**config.mk**
```make
export PLATFORM = sky130hd
export DESIGN_NAME = arb_mux_nx1
export DESIGN_NICKNAME = d
export VERILOG_FILES = /design/src/rtl/arb_mux_nx1_pkg.sv /design/src/rtl/arb_mux_nx1_rr_arbiter.sv /design/src/rtl/arb_mux_nx1.sv
export SDC_FILE = /design/constraint.sdc
export NUM_CORES = 1
export LEC_CHECK = 0
export BUFFER_PORTS_ARGS = -buffer_cell sky130_fd_sc_hd__buf_4
export CORE_UTILIZATION = 38
export DETAILED_ROUTE_END_ITERATION = 8
export PLACE_DENSITY = 0.76
export SYNTH_ARGS = -nofsm -noshare
export SYNTH_HDL_FRONTEND = slang
export SYNTH_SLANG_ARGS = --single-unit
export TNS_END_PERCENT = 50
```
**constraint.sdc**
```tcl
create_clock -name CLK -period 1.4 [get_ports CLK]
set_input_delay 0.28 -clock CLK [delete_from_list [all_inputs] [get_ports CLK]]
set_output_delay 0.28 -clock CLK [all_outputs]
set_load 0.01 [all_outputs]
```
**src/rtl/arb_mux_nx1_pkg.sv**
```systemverilog
// Shared definitions for the N:1 arbitrated mux family.
// Holds the mode encodings and the output-stage state type.
package arb_mux_nx1_pkg;

    localparam int MUX_MODE_FIXED = 0;
    localparam int MUX_MODE_RR    = 1;

    typedef enum logic {
        ST_EMPTY = 1'b0,
        ST_FULL  = 1'b1
    } stage_state_e;

endpackage

```
**src/rtl/arb_mux_nx1_rr_arbiter.sv**
```systemverilog
// Combinational round-robin arbiter: grants the first requester after PTR,
// wrapping modulo NUM_IN. The pointer register is owned by the caller.
module rr_arbiter #(
    parameter int NUM_IN = 4,
    parameter int SEL_W  = 2
) (
    input  logic [NUM_IN-1:0] REQ,
    input  logic [SEL_W-1:0]  PTR,
    output logic [NUM_IN-1:0] GRANT,
    output logic [SEL_W-1:0]  GRANT_IDX
);
    localparam int IDX_W = (NUM_IN > 1) ? $clog2(NUM_IN) : 1;

    logic found;
    int   idx;

    always_comb begin
        GRANT     = '0;
        GRANT_IDX = '0;
        found     = 1'b0;
        idx       = 0;
        // k=1 first so the channel just served gets the lowest priority
        for (int k = 1; k <= NUM_IN; k++) begin
            idx = (int'(PTR) + k) % NUM_IN;
            if (!found && REQ[IDX_W'(idx)]) begin
                found                = 1'b1;
                GRANT[IDX_W'(idx)]   = 1'b1;
                GRANT_IDX            = SEL_W'(idx);
            end
        end
    end

endmodule

```
**src/rtl/arb_mux_nx1.sv**
```systemverilog
// N-input valid/ready multiplexer with a one-deep registered output stage,
// selecting by SEL (fixed mode) or by round-robin over valid inputs.
module arb_mux_nx1
    import arb_mux_nx1_pkg::*;
#(
    parameter int WIDTH  = 8,
    parameter int NUM_IN = 4,
    parameter int SEL_W  = 2,
    parameter int MODE   = MUX_MODE_FIXED
) (
    input  logic                    CLK,
    input  logic                    RESET,
    input  logic [NUM_IN*WIDTH-1:0] IN_DATA,
    input  logic [NUM_IN-1:0]       IN_VALID,
    output logic [NUM_IN-1:0]       IN_READY,
    input  logic [SEL_W-1:0]        SEL,
    output logic [WIDTH-1:0]        OUT,
    output logic [SEL_W-1:0]        OUT_CHAN,
    output logic                    OUT_VALID,
    input  logic                    OUT_READY
);
    logic [NUM_IN-1:0] grant;
    logic [SEL_W-1:0]  grant_idx;
    logic [WIDTH-1:0]  sel_data;
    logic              load_en;
    logic              xfer;

    stage_state_e      state_q, state_d;
    logic [WIDTH-1:0]  out_q, out_d;
    logic [SEL_W-1:0]  chan_q, chan_d;
    logic [SEL_W-1:0]  ptr_q, ptr_d;

    generate
        if (MODE == MUX_MODE_RR) begin : g_rr
            wire unused_sel = ^SEL;
            rr_arbiter #(
                .NUM_IN (NUM_IN),
                .SEL_W  (SEL_W)
            ) u_rr_arbiter (
                .REQ       (IN_VALID),
                .PTR       (ptr_q),
                .GRANT     (grant),
                .GRANT_IDX (grant_idx)
            );
        end else begin : g_fixed
            // SEL values at or above NUM_IN match no channel, so no grant
            for (genvar gi = 0; gi < NUM_IN; gi++) begin : g_dec
                assign grant[gi] = IN_VALID[gi] && (SEL == SEL_W'(gi));
            end
            assign grant_idx = SEL;
        end
    endgenerate

    always_comb begin
        sel_data = '0;
        for (int i = 0; i < NUM_IN; i++) begin
            if (grant[i]) begin
                sel_data = sel_data | IN_DATA[i*WIDTH +: WIDTH];
            end
        end
    end

    assign load_en  = (state_q == ST_EMPTY) || OUT_READY;
    assign IN_READY = grant & {NUM_IN{load_en && !RESET}};
    assign xfer     = |(IN_READY & IN_VALID);

    always_comb begin
        state_d = state_q;
        out_d   = out_q;
        chan_d  = chan_q;
        ptr_d   = ptr_q;
        if (xfer) begin
            state_d = ST_FULL;
            out_d   = sel_data;
            chan_d  = grant_idx;
            if (MODE == MUX_MODE_RR) begin
                ptr_d = grant_idx;
            end
        end else if (OUT_READY) begin
            state_d = ST_EMPTY;
        end
    end

    always_ff @(posedge CLK) begin
        if (RESET) begin
            state_q <= ST_EMPTY;
            out_q   <= '0;
            chan_q  <= '0;
            ptr_q   <= SEL_W'(NUM_IN - 1);
        end else begin
            state_q <= state_d;
            out_q   <= out_d;
            chan_q  <= chan_d;
            ptr_q   <= ptr_d;
        end
    end

    assign OUT       = out_q;
    assign OUT_CHAN  = chan_q;
    assign OUT_VALID = (state_q == ST_FULL);

endmodule

```
# After elaboration in Yosys (flattened, before gate mapping)
# Cells that the tools add are included.
[classes]
n_eq_ne = 3
n_mux = 6
bitwise = 6
n_reduce_logical = 10
[ops]
columns = ["operator", "n"]
rows = [
  ["$mux 8", 4],
  ["$or 8x8->8", 3],
  ["$and 4x4->4", 2],
  ["$logic_and 1x1->1", 5],
  ["$eq 2x2->1 const B", 2],
  ["$reduce_or 4->1", 1],
  ["$eq 2x1->1 const B", 1],
  ["$logic_not 2->1", 1],
  ["$mux 1", 2],
  ["$reduce_bool 2->1", 1],
  ["$logic_not 1->1", 1],
  ["$logic_or 1x1->1", 1],
  ["$not 1->1", 1],
]
[totals]
regBits = 11
in_bits = 41

# Depth between registers and ports, before layout
# Gate-level depths: netlist (run 1).
[logic_depth]
ltp_word = 9
depth_mapped = 6
mapped_depth_nobuf = 4

# Worst setup path before layout (run 1)
# No wires, ideal clock.
[synth_timing]
path_kind = "in2reg"
from = "input port IN_VALID[0]"
to = "register out_q[0], in the netlist OUT[0]"
setup_time_ns = 0.140
arrival_time_ns = 1.343
slack_ns = -0.084
path_stages = 6
path_cell_list = "buf_4 > mux4_2 > and3_4 > buf_6 > o211ai_2 > a21oi_2"
[synth_via]
elab_chain_cells = 8
word_cells_on_any_way = 11
cone_classes = "4 x mux; 5 x bitwise; 2 x reduce/logical"
[synth_lines]
columns = ["item", "line_no", "source"]
rows = [
  ["from (decl)", "arb_mux_nx1.sv:14", "input logic [NUM_IN-1:0] IN_VALID,"],
  ["$logic_and 1x1->1", "arb_mux_nx1.sv:48", "assign grant[gi] = IN_VALID[gi] && (SEL == SEL_W'(gi));"],
  ["$mux 8", "arb_mux_nx1.sv:57", "if (grant[i]) begin"],
  ["$or 8x8->8", "arb_mux_nx1.sv:58", "sel_data = sel_data | IN_DATA[i*WIDTH +: WIDTH];"],
  ["$mux 8", "arb_mux_nx1.sv:57", ""],
  ["$or 8x8->8", "arb_mux_nx1.sv:58", ""],
  ["$mux 8", "arb_mux_nx1.sv:57", ""],
  ["$or 8x8->8", "arb_mux_nx1.sv:58", ""],
  ["$mux 8", "arb_mux_nx1.sv:57", ""],
  ["to (signal assigned)", "arb_mux_nx1.sv:92", "out_q <= out_d;"],
  ["to (decl)", "arb_mux_nx1.sv:29", "logic [WIDTH-1:0] out_q, out_d;"],
]
# Parallel ways exist; a longest one is shown, timed or not.
# A chain may end at the register's enable or synchronous reset.

# Worst setup path in the final report (run 1)
[layout_timing]
from = "register state_q, in the netlist OUT_VALID"
to = "output port IN_READY[0]"
[layout_via]
elab_chain_cells = 4
[layout_lines]
columns = ["item", "line_no", "source"]
rows = [
  ["from (decl)", "arb_mux_nx1.sv:28", "stage_state_e state_q, state_d;"],
  ["from (signal assigned)", "arb_mux_nx1.sv:91", "state_q <= state_d;"],
  ["$not 1->1", "arb_mux_nx1.sv:63", "assign load_en = (state_q == ST_EMPTY) || OUT_READY;"],
  ["$logic_or 1x1->1", "arb_mux_nx1.sv:63", ""],
  ["$logic_and 1x1->1", "arb_mux_nx1.sv:64", "assign IN_READY = grant & {NUM_IN{load_en && !RESET}};"],
  ["$and 4x4->4", "arb_mux_nx1.sv:64", ""],
  ["to (decl)", "arb_mux_nx1.sv:15", "output logic [NUM_IN-1:0] IN_READY,"],
]
# No other way between the ends.

==> flow_metrics.tcl, run 1 <==
set metrics [dict create \
    status "finished, violations left" \
    violations "negative setup slack" \
    cp.arrival_ps 1300 \
    portBuffers 55 \
    dieArea_um2 2515 \
    grt_max_degree 31 \
    wl_per_cell_um 13.13 \
    nNetsFinal 215 \
    start_kind "flop" \
    ys_seq_area_share_pct 25.00 \
    ctsHoldBuffers 0 \
    track_usage_pct 22.71 \
    critical-path-max-stage-delay_ps 380 \
    grt_antenna_before_repair 0 \
    max_slew_margin_pct 79.60 \
    synth_edf_count 0 \
    multi_input_area_um2 619.3 \
    ys_ff_latch 11 \
    synth_top_area_share_pct 25.00 \
    syn_area_um2 880.8 \
    synth_area_leaders "dfxtp_1 (25%), nand2_1 (12%), o211ai_2 (11%)" \
    timing.final.crit_share_pct 113.2 \
    min_path_type "in2reg" \
    critPathBufInv 1 \
    vias 1057 \
    power.share.sequential_pct 38.2 \
    critPathSlowestCell "or3_4" \
    worst_pin_slew_ps 302.8 \
    viasPerCell 5.259 \
    synth.most_common_cell "nand2_1" \
    area_growth_pct 59.23 \
    tns_ps -436.5 \
    register_area_um2 221.5 \
    numCtsBuffers 3 \
    min_period_ps 1585 \
    row_count 17 \
    h-tree-depth 1 \
    coreArea_um2 2191 \
    p_leak_nw 0.5985 \
    synth_cell_type_count 25 \
    firstDrtPassIters 4 \
    ant_nets 0 \
    initial_core_util_pct 40.21 \
    dpl.hpwl_um 2073 \
    post_dp_cell_area_um2 1321 \
    fmax_mhz 630.9 \
    routabilityCongestion 0.7961 \
    endpoint_kind "output pin" \
    clk_path_buf_depth 2 \
    cap_violations 0 \
    clkPwrFrac_pct 23.6 \
    synth_top_area_cell "dfxtp_1" \
    ctsRootBufferMaster "clkbuf_4" \
    clkTransAtPathRegs_ps 60 \
    tritoncts "done" \
    n_fill_cell 207 \
    pin_count 56 \
    die_x_um 50.15 \
    synth-async-reset-ratio_pct 0 \
    synth_cells 117 \
    maxSlewViolCount 0 \
    path_cells "nor2b_4, or3_4, nor2_4, buf_6" \
    n_antenna_cell 0 \
    worst_slack_ps -184.9 \
    path_delay_family "simple AND/OR/NAND/NOR gates" \
    rsz0062_at_grt "yes" \
    clock-sinks 11 \
    cp_max_fo 2 \
    power.switching_mw 0.2739 \
    grt_pass1_vias 1002 \
    ys.flop_type "dfxtp_1" \
    p_comb_share_pct 38.2 \
    hold_viol 0 \
    critPathKind "reg2out" \
    internal-power_mw 0.6214 \
    first_iter_violations 18 \
    ys_warn_count 0 \
    synthTopCellsByCount "nand2_1 (28), nand3_1 (17), dfxtp_1 (11)" \
    syn_area_per_cell_um2 7.529 \
    die_h_um 50.15 \
    drive_above_1_share_pct 55.49 \
    switching_share_pct 30.59 \
    grt_pass1_wl_um 4326 \
    drc_errors 0 \
    max-vdd-ir-drop_mv 0.5455 \
    drt-total-wl_um 2640 \
    synth_nets 158 \
    finish.instance_area_um2 1403 \
    insertion_delay_ps 270 \
    fin_worst_skew_ps 3.804 \
    power.density_nw_per_um2 638.3 \
    setup_violations 3 \
    overflow 0 \
    worstPathRequired_ps 1120 \
]
[worst reg2reg max path: cells and delay by family (launching register included)]
family,cells,cell delay [ps]
and+or+nand+nor,2,360
DFF,1,320
buffers and inverters,2,260
AOI/OAI and AO/OA,2,260
[flip-flops by register name, summed over array words and instances, names as in the netlist]
register   flops
OUT_VALID      1
OUT_CHAN       2
OUT            8
[cell usage in the layout (no fill, tap or decap), types with 2 or more instances in the layout]
cell type / count
a21oi_2: 8
nand3_2: 2
clkbuf_4: 3
o211ai_1: 8
buf_4: 62
o211ai_2: 8
dfxtp_1: 10
nand3_1: 16
nor2_2: 3
nand2_1: 28
a21oi_1: 2
o21ai_0: 8
[cell type report]
type / count / share of cell area [%]
multi-input combinational: 93 / 44.16
timing repair buffer: 64 / 35.41
sequential: 11 / 15.79
tap: 28 / 2.498
clock buffer: 4 / 1.873
inverter: 1 / 0.2676
[through the flow]
step | power, mW | hold slack (ps) | setup slack [ps] | instances | util (%)
2_1_floorplan | 0.5266 | 359.0 | -27.30 | 117 | -
3_3_place_gp | 0.6636 | 446.5 | 8.354 | 196 | 60.31
3_5_place_dp | 0.6727 | 452.6 | -19.20 | 196 | 60.31
4_1_cts | 0.8896 | 332.6 | -186.4 | 200 | 61.74
5_1_grt | 0.9609 | 326.3 | -242.8 | 201 | 64.02
6_report | 0.8953 | 337.2 | -184.9 | 201 | 64.02
[final timing paths]
path	start	end	slack [ps]	cells after the start
setup / recovery	OUT_VALID	IN_READY[0]	-180	4
hold / removal	SEL[0]	OUT_CHAN[0]	340	3
setup reg to reg	OUT_VALID	OUT[7]	150	6
hold reg to reg	OUT_CHAN[0]	OUT_CHAN[0]	460	2
[per-layer routing]
layer | wire, um | up-vias | global-route usage [%]
met5 | 0 | - | 0
met4 | 19 | 0 | 5.238
met3 | 114 | 2 | 5.758
met2 | 1410 | 36 | 39.56
met1 | 1096 | 490 | 27.59
li1 | - | 529 | -
[what timing repair did]
item,CTS,global route
setup endpoints to repair,3,4
pin swaps,3,3
gates resized for setup,1,11
buffers inserted,0,1
[cell families after synthesis]
| logic type | after synthesis | share of synthesized area, % |
|---|---|---|
| AO/OA/AOI/OAI | 35 | 32.67 |
| multiplexers | 1 | 2.557 |
| flip-flops | 11 | 25.00 |
| AND/OR/NAND/NOR | 57 | 30.26 |
| buffers and inverters | 13 | 9.516 |
[power groups by stage]
stage               Sequential (mW)  Clock (mW)  Combinational, mW
floorplan                     0.357           0              0.170
global placement              0.348           0              0.315
detailed placement            0.349           0              0.324
CTS                           0.341       0.222              0.326
global route                  0.344       0.243              0.373
finish                        0.342       0.211              0.342
No activity file was read; power rests on OpenSTA's default activity.
==> inputs of run 2 (changes only) <==
--- a/config.mk
+++ b/config.mk
@@ -6,9 +6,10 @@
 export NUM_CORES = 1
 export LEC_CHECK = 0
 export BUFFER_PORTS_ARGS = -buffer_cell sky130_fd_sc_hd__buf_4
-export CORE_UTILIZATION = 38
+export CORE_ASPECT_RATIO = 1.5
+export CORE_UTILIZATION = 40
 export DETAILED_ROUTE_END_ITERATION = 8
-export PLACE_DENSITY = 0.76
+export PLACE_DENSITY = 0.88
 export SYNTH_ARGS = -nofsm -noshare
 export SYNTH_HDL_FRONTEND = slang
 export SYNTH_SLANG_ARGS = --single-unit
==> constraint.sdc (replaced) <==
create_clock -name CLK -period 1.9 [get_ports CLK]
set_input_delay 0.38 -clock CLK [delete_from_list [all_inputs] [get_ports CLK]]
set_output_delay 0.38 -clock CLK [all_outputs]
set_load 0.01 [all_outputs]
==> flow_metrics.tcl, run 2 (synthesis results as in run 1) <==
set metrics [dict create \
    status "complete, no violations" \
    n_fill_cell 185 \
    largest_reg_flops 8 \
    min_period_ps 1683 \
    dpl_worst_slack_ps 188.1 \
    h-tree-depth 1 \
    postLayoutCoreUtil_pct 61.77 \
    ctsHoldBuffers 0 \
    grt_pass1_vias 834 \
    tritoncts "done" \
    firstDrtPassIters 5 \
    grt_antenna_before_repair 0 \
    worstPathRequired_ps 1520 \
    vias 1002 \
    routabilityCongestion 0.8701 \
    setup_violations 0 \
    ant_nets 0 \
    pin_count 56 \
    clkTransAtPathRegs_ps 60 \
    drc_errors 0 \
    cts_resized 0 \
    timing.final.crit_share_pct 88.56 \
    nNetsFinal 206 \
    whs_endpoint "OUT[2]" \
    overflow 0 \
    grt_max_degree 39 \
    fmax_mhz 594.3 \
    max-vdd-ir-drop_mv 0.2016 \
    endpoint_kind "output pin" \
    drt-total-wl_um 2290 \
    postCtsSetupBuffers 0 \
    start_kind "flop" \
    most-common-layout-cells "buf_4 (55), nand2_1 (28), nand3_1 (17)" \
    rr_endpoint "OUT[1]" \
    grt_pass1_wl_um 3463 \
    fin_worst_skew_ps 1.865 \
    r2r_start "OUT_VALID" \
    viasPerCell 5.387 \
    initial_core_util_pct 42.93 \
    critPathKind "reg2out" \
    worst_slack_ps 217.3 \
    die_x_um 40.32 \
    portBuffers 55 \
    max_slew_margin_pct 80.15 \
    power.density_nw_per_um2 491.2 \
    first_iter_violations 19 \
    ctsRootBufferMaster "clkbuf_4" \
    area_growth_pct 43.89 \
    dpl.hpwl_um 1912 \
    hp-start "RESET" \
    rsz0062_at_grt "no" \
    cp.arrival_ps 1300 \
    hold_path_depth 2 \
    min_path_type "in2reg" \
    die_h_um 59.48 \
    track_usage_pct 20.60 \
    whs_ps 395.1 \
    wl_per_cell_um 12.31 \
    cap_violations 0 \
    numCtsBuffers 3 \
    clk_path_buf_depth 2 \
    dieArea_um2 2398 \
    layout_commonest_cell "buf_4" \
    coreArea_um2 2052 \
    row_count 20 \
    p_leak_nw 0.5382 \
    tns_ps 0 \
    maxSlewViolCount 0 \
    cp_max_fo 3 \
    ff2ff_setup_slack_ps 780 \
    drive_above_1_share_pct 47.56 \
    rr_worst_depth 4 \
    n_antenna_cell 0 \
    worst_pin_slew_ps 297.8 \
    insertion_delay_ps 260 \
    clock-sinks 11 \
    hold_viol 0 \
]
[run 2: metal layers]
layer | up-vias | GRT usage [%] | wire (um)
li1 | 512 | - | -
met1 | 432 | 24.30 | 902
met2 | 52 | 34.10 | 1196
met3 | 6 | 1.504 | 127
met4 | 0 | 12.86 | 64
met5 | - | 0 | 0
[run 2: how the worst max path moves through the flow]
| stage | from | endpoint | depth (start not counted) | slack, ps |
|---|---|---|---|---|
| after detailed placement | SEL[1] | OUT[1] | 5 | 190 |
| final | OUT_VALID | IN_READY[0] | 4 | 220 |
| after CTS | OUT_VALID | IN_READY[1] | 4 | 220 |
| after global placement | SEL[1] | OUT[5] | 5 | 220 |
| after global routing | OUT_VALID | IN_READY[0] | 4 | 190 |
| after floorplan | SEL[1] | IN_READY[2] | 4 | 270 |
[run 2: worst max-delay path, cell delays in order (launching register included)]
cell and delay [ps]:
dfxtp_1 320, nor2b_1 140, or3_1 320, nor2_1 130
buf_4 130
[run 2: power breakdown]
part / switching [mW] / internal, mW / total (mW)
Clock: 0.0703 / 0.0811 / 0.151
Sequential: 0.00782 / 0.244 / 0.252
Combinational: 0.107 / 0.112 / 0.219
Total: 0.185 / 0.438 / 0.623
[run 2: cell type report]
class / count / area (um2) / share of cell area (%)
Multi-Input combinational cell: 93 / 576.8 / 45.51
Tap cell: 22 / 27.53 / 2.172
Timing Repair Buffer: 55 / 412.9 / 32.58
Clock buffer: 4 / 26.28 / 2.073
Sequential cell: 11 / 220.2 / 17.37
Inverter: 1 / 3.754 / 0.2961
[run 2: through the flow]
stage / cells / total power [mW] / area (um2)
finish: 186 / 0.6226 / 1267
global route: 186 / 0.6612 / 1267
CTS: 186 / 0.6299 / 1267
detailed placement: 182 / 0.4765 / 1241
global placement: 182 / 0.4700 / 1241
floorplan: 117 / 0.3842 / 880.8
==> inputs of run 3 (changes only) <==
--- a/config.mk
+++ b/config.mk
@@ -5,11 +5,12 @@
 export SDC_FILE = /design/constraint.sdc
 export NUM_CORES = 1
 export LEC_CHECK = 0
+export ABC_AREA = 1
 export BUFFER_PORTS_ARGS = -buffer_cell sky130_fd_sc_hd__buf_4
 export CORE_ASPECT_RATIO = 1.5
 export CORE_UTILIZATION = 40
 export DETAILED_ROUTE_END_ITERATION = 8
-export PLACE_DENSITY = 0.88
+export PLACE_DENSITY = 0.85
 export SYNTH_ARGS = -nofsm -noshare
 export SYNTH_HDL_FRONTEND = slang
 export SYNTH_SLANG_ARGS = --single-unit
==> flow_metrics.tcl, run 3 <==
set metrics [dict create \
    status "complete, no violations" \
    whs_endpoint "OUT_VALID" \
    ys.flop_type "dfxtp_1" \
    cap_violations 0 \
    drt-total-wl_um 2439 \
    drc_errors 0 \
    rr_worst_depth 6 \
    fin_worst_skew_ps 2.218 \
    cp.arrival_ps 1110 \
    fmax_mhz 669.7 \
    firstDrtPassIters 5 \
    synth_edf_count 0 \
    synth_area_leaders "dfxtp_1 (22%), nor2_1 (18%), inv_1 (14%)" \
    path_cells "buf_4, nor2_4, nand2_2, nor2_1, buf_4" \
    grt_max_degree 12 \
    pin_count 56 \
    ys_ff_latch 11 \
    wl_per_cell_um 9.679 \
    rr_endpoint "OUT[6]" \
    path_delay_family "simple AND/OR/NAND/NOR gates" \
    critical-path-max-stage-delay_ps 210 \
    critPathSlowestCell "nor2_4" \
    start_kind "input pin" \
    synth_nets 215 \
    largest_reg_flops 8 \
    vias 1134 \
    h-tree-depth 1 \
    cp_max_fo 9 \
    synth_cell_type_count 17 \
    overflow 0 \
    ys_seq_area_share_pct 21.95 \
    fin_cells 252 \
    ant_nets 0 \
    setup_violations 0 \
    cp.depth 5 \
    dpl.hpwl_um 1912 \
    hp-start "OUT_READY" \
    n_antenna_cell 0 \
    synth.most_common_cell "nor2_1" \
    grt_pass1_wl_um 4195 \
    row_count 21 \
    area_growth_pct 42.02 \
    synth-async-reset-ratio_pct 0 \
    maxSlewViolCount 0 \
    track_usage_pct 20.00 \
    most-common-layout-cells "buf_4 (56), nor2_1 (48), inv_1 (38)" \
    endpoint_kind "output pin" \
    grt_antenna_before_repair 0 \
    power.density_nw_per_um2 476.3 \
    rsz0062_at_grt "no" \
    viasPerCell 4.500 \
    layout_commonest_cell "buf_4" \
    clock-sinks 11 \
    busiest_layer "met2" \
    drive_above_1_share_pct 33.19 \
    crit_path_frequent_cell "buf_4" \
    worstPathRequired_ps 1520 \
    timing.final.crit_share_pct 78.59 \
    coreArea_um2 2312 \
    postCtsSetupBuffers 0 \
    ff2ff_setup_slack_ps 720 \
    numCtsBuffers 3 \
    p_leak_nw 0.8675 \
    hold_path_depth 6 \
    finish.instance_area_um2 1425 \
    cts_resized 0 \
    dieArea_um2 2717 \
    die_x_um 42.90 \
    nNetsFinal 271 \
    synthTopCellsByCount "nor2_1 (48), inv_1 (38), nand2_1 (36)" \
    initial_core_util_pct 43.40 \
    dp_cells 248 \
    met2_usage_pct 33.71 \
    max_slew_margin_pct 81.42 \
    syn_area_per_cell_um2 5.767 \
    post_dp_cell_area_um2 1399 \
    ctsRootBufferMaster "clkbuf_4" \
    ys_warn_count 0 \
    synth_top_area_cell "dfxtp_1" \
    min_period_ps 1493 \
    grt_pass1_vias 1027 \
    max-vdd-ir-drop_mv 0.1761 \
    worst_pin_slew_ps 277.7 \
    tritoncts "done" \
    hold_viol 0 \
    die_h_um 63.35 \
    first_iter_violations 8 \
    synth_top_area_share_pct 21.95 \
    min_path_type "in2reg" \
    critPathBufInv 2 \
    routabilityCongestion 0.7725 \
    insertion_delay_ps 280 \
    gr-usage-met1_pct 22.05 \
    clk_path_buf_depth 2 \
    syn_area_um2 1003 \
    r2r_start "OUT_VALID" \
    ctsHoldBuffers 0 \
    synth_cells 174 \
    clkTransAtPathRegs_ps 70 \
    critPathKind "in2out" \
    tns_ps 0 \
    portBuffers 55 \
    setup.worst_path.start "SEL[1]" \
    grt_util_met3_pct 1.719 \
]
[run 3: tightest hold or removal path: stages]
cell and delay (ps):
buf_4 80, inv_1 30, nand2_2 70, nand2_2 50
nand2_1 40, inv_1 30
[run 3: logic make-up (layout without fill, tap and decap cells)]
group,after synthesis,in the layout,share of synthesized area (%)
DFF,11,11,21.95
and+or+nand+nor,112,112,50.37
AOI/OAI and AO/OA,5,5,6.485
buffers and inverters,46,101,21.20
[run 3: routing by layer]
layer  routed length, um  share of wire [%]
met1                1011                 41
met2                1231                 50
met3                  92                3.8
met4                 104                4.3
met5                   0                  0
[run 3: per-stage QoR]
stage	utilization (%)	worst slack [ps]	hold slack [ps]	power, mW
5_1_grt	61.63	342.6	447.5	0.7310
3_3_place_gp	60.50	422.0	493.7	0.5160
4_1_cts	61.63	411.4	431.2	0.6876
3_5_place_dp	60.50	411.6	516.6	0.5192
2_1_floorplan	-	554.1	532.9	0.4089
6_report	61.63	406.8	445.9	0.6787
[run 3: area by class of cell]
cell class	instances	area [um2]
Clock buffer	4	26.28
Sequential cell	11	220.2
Fill cell	240	887.1
Timing Repair Buffer	56	420.4
Multi-Input combinational cell	117	570.5
Inverter	41	158.9
Tap cell	23	28.78
[run 3: power by group]
part | total (mW) | switching, mW | internal (mW)
Sequential | 0.261 | 0.0108 | 0.251
Clock | 0.164 | 0.0827 | 0.0817
Combinational | 0.253 | 0.126 | 0.127
[run 3: worst max path at each step]
stage	end	slack [ps]
after floorplan	IN_READY[0]	550
after global placement	IN_READY[0]	420
after detailed placement	IN_READY[0]	410
after CTS	IN_READY[0]	410
after global routing	IN_READY[1]	340
final	IN_READY[0]	410
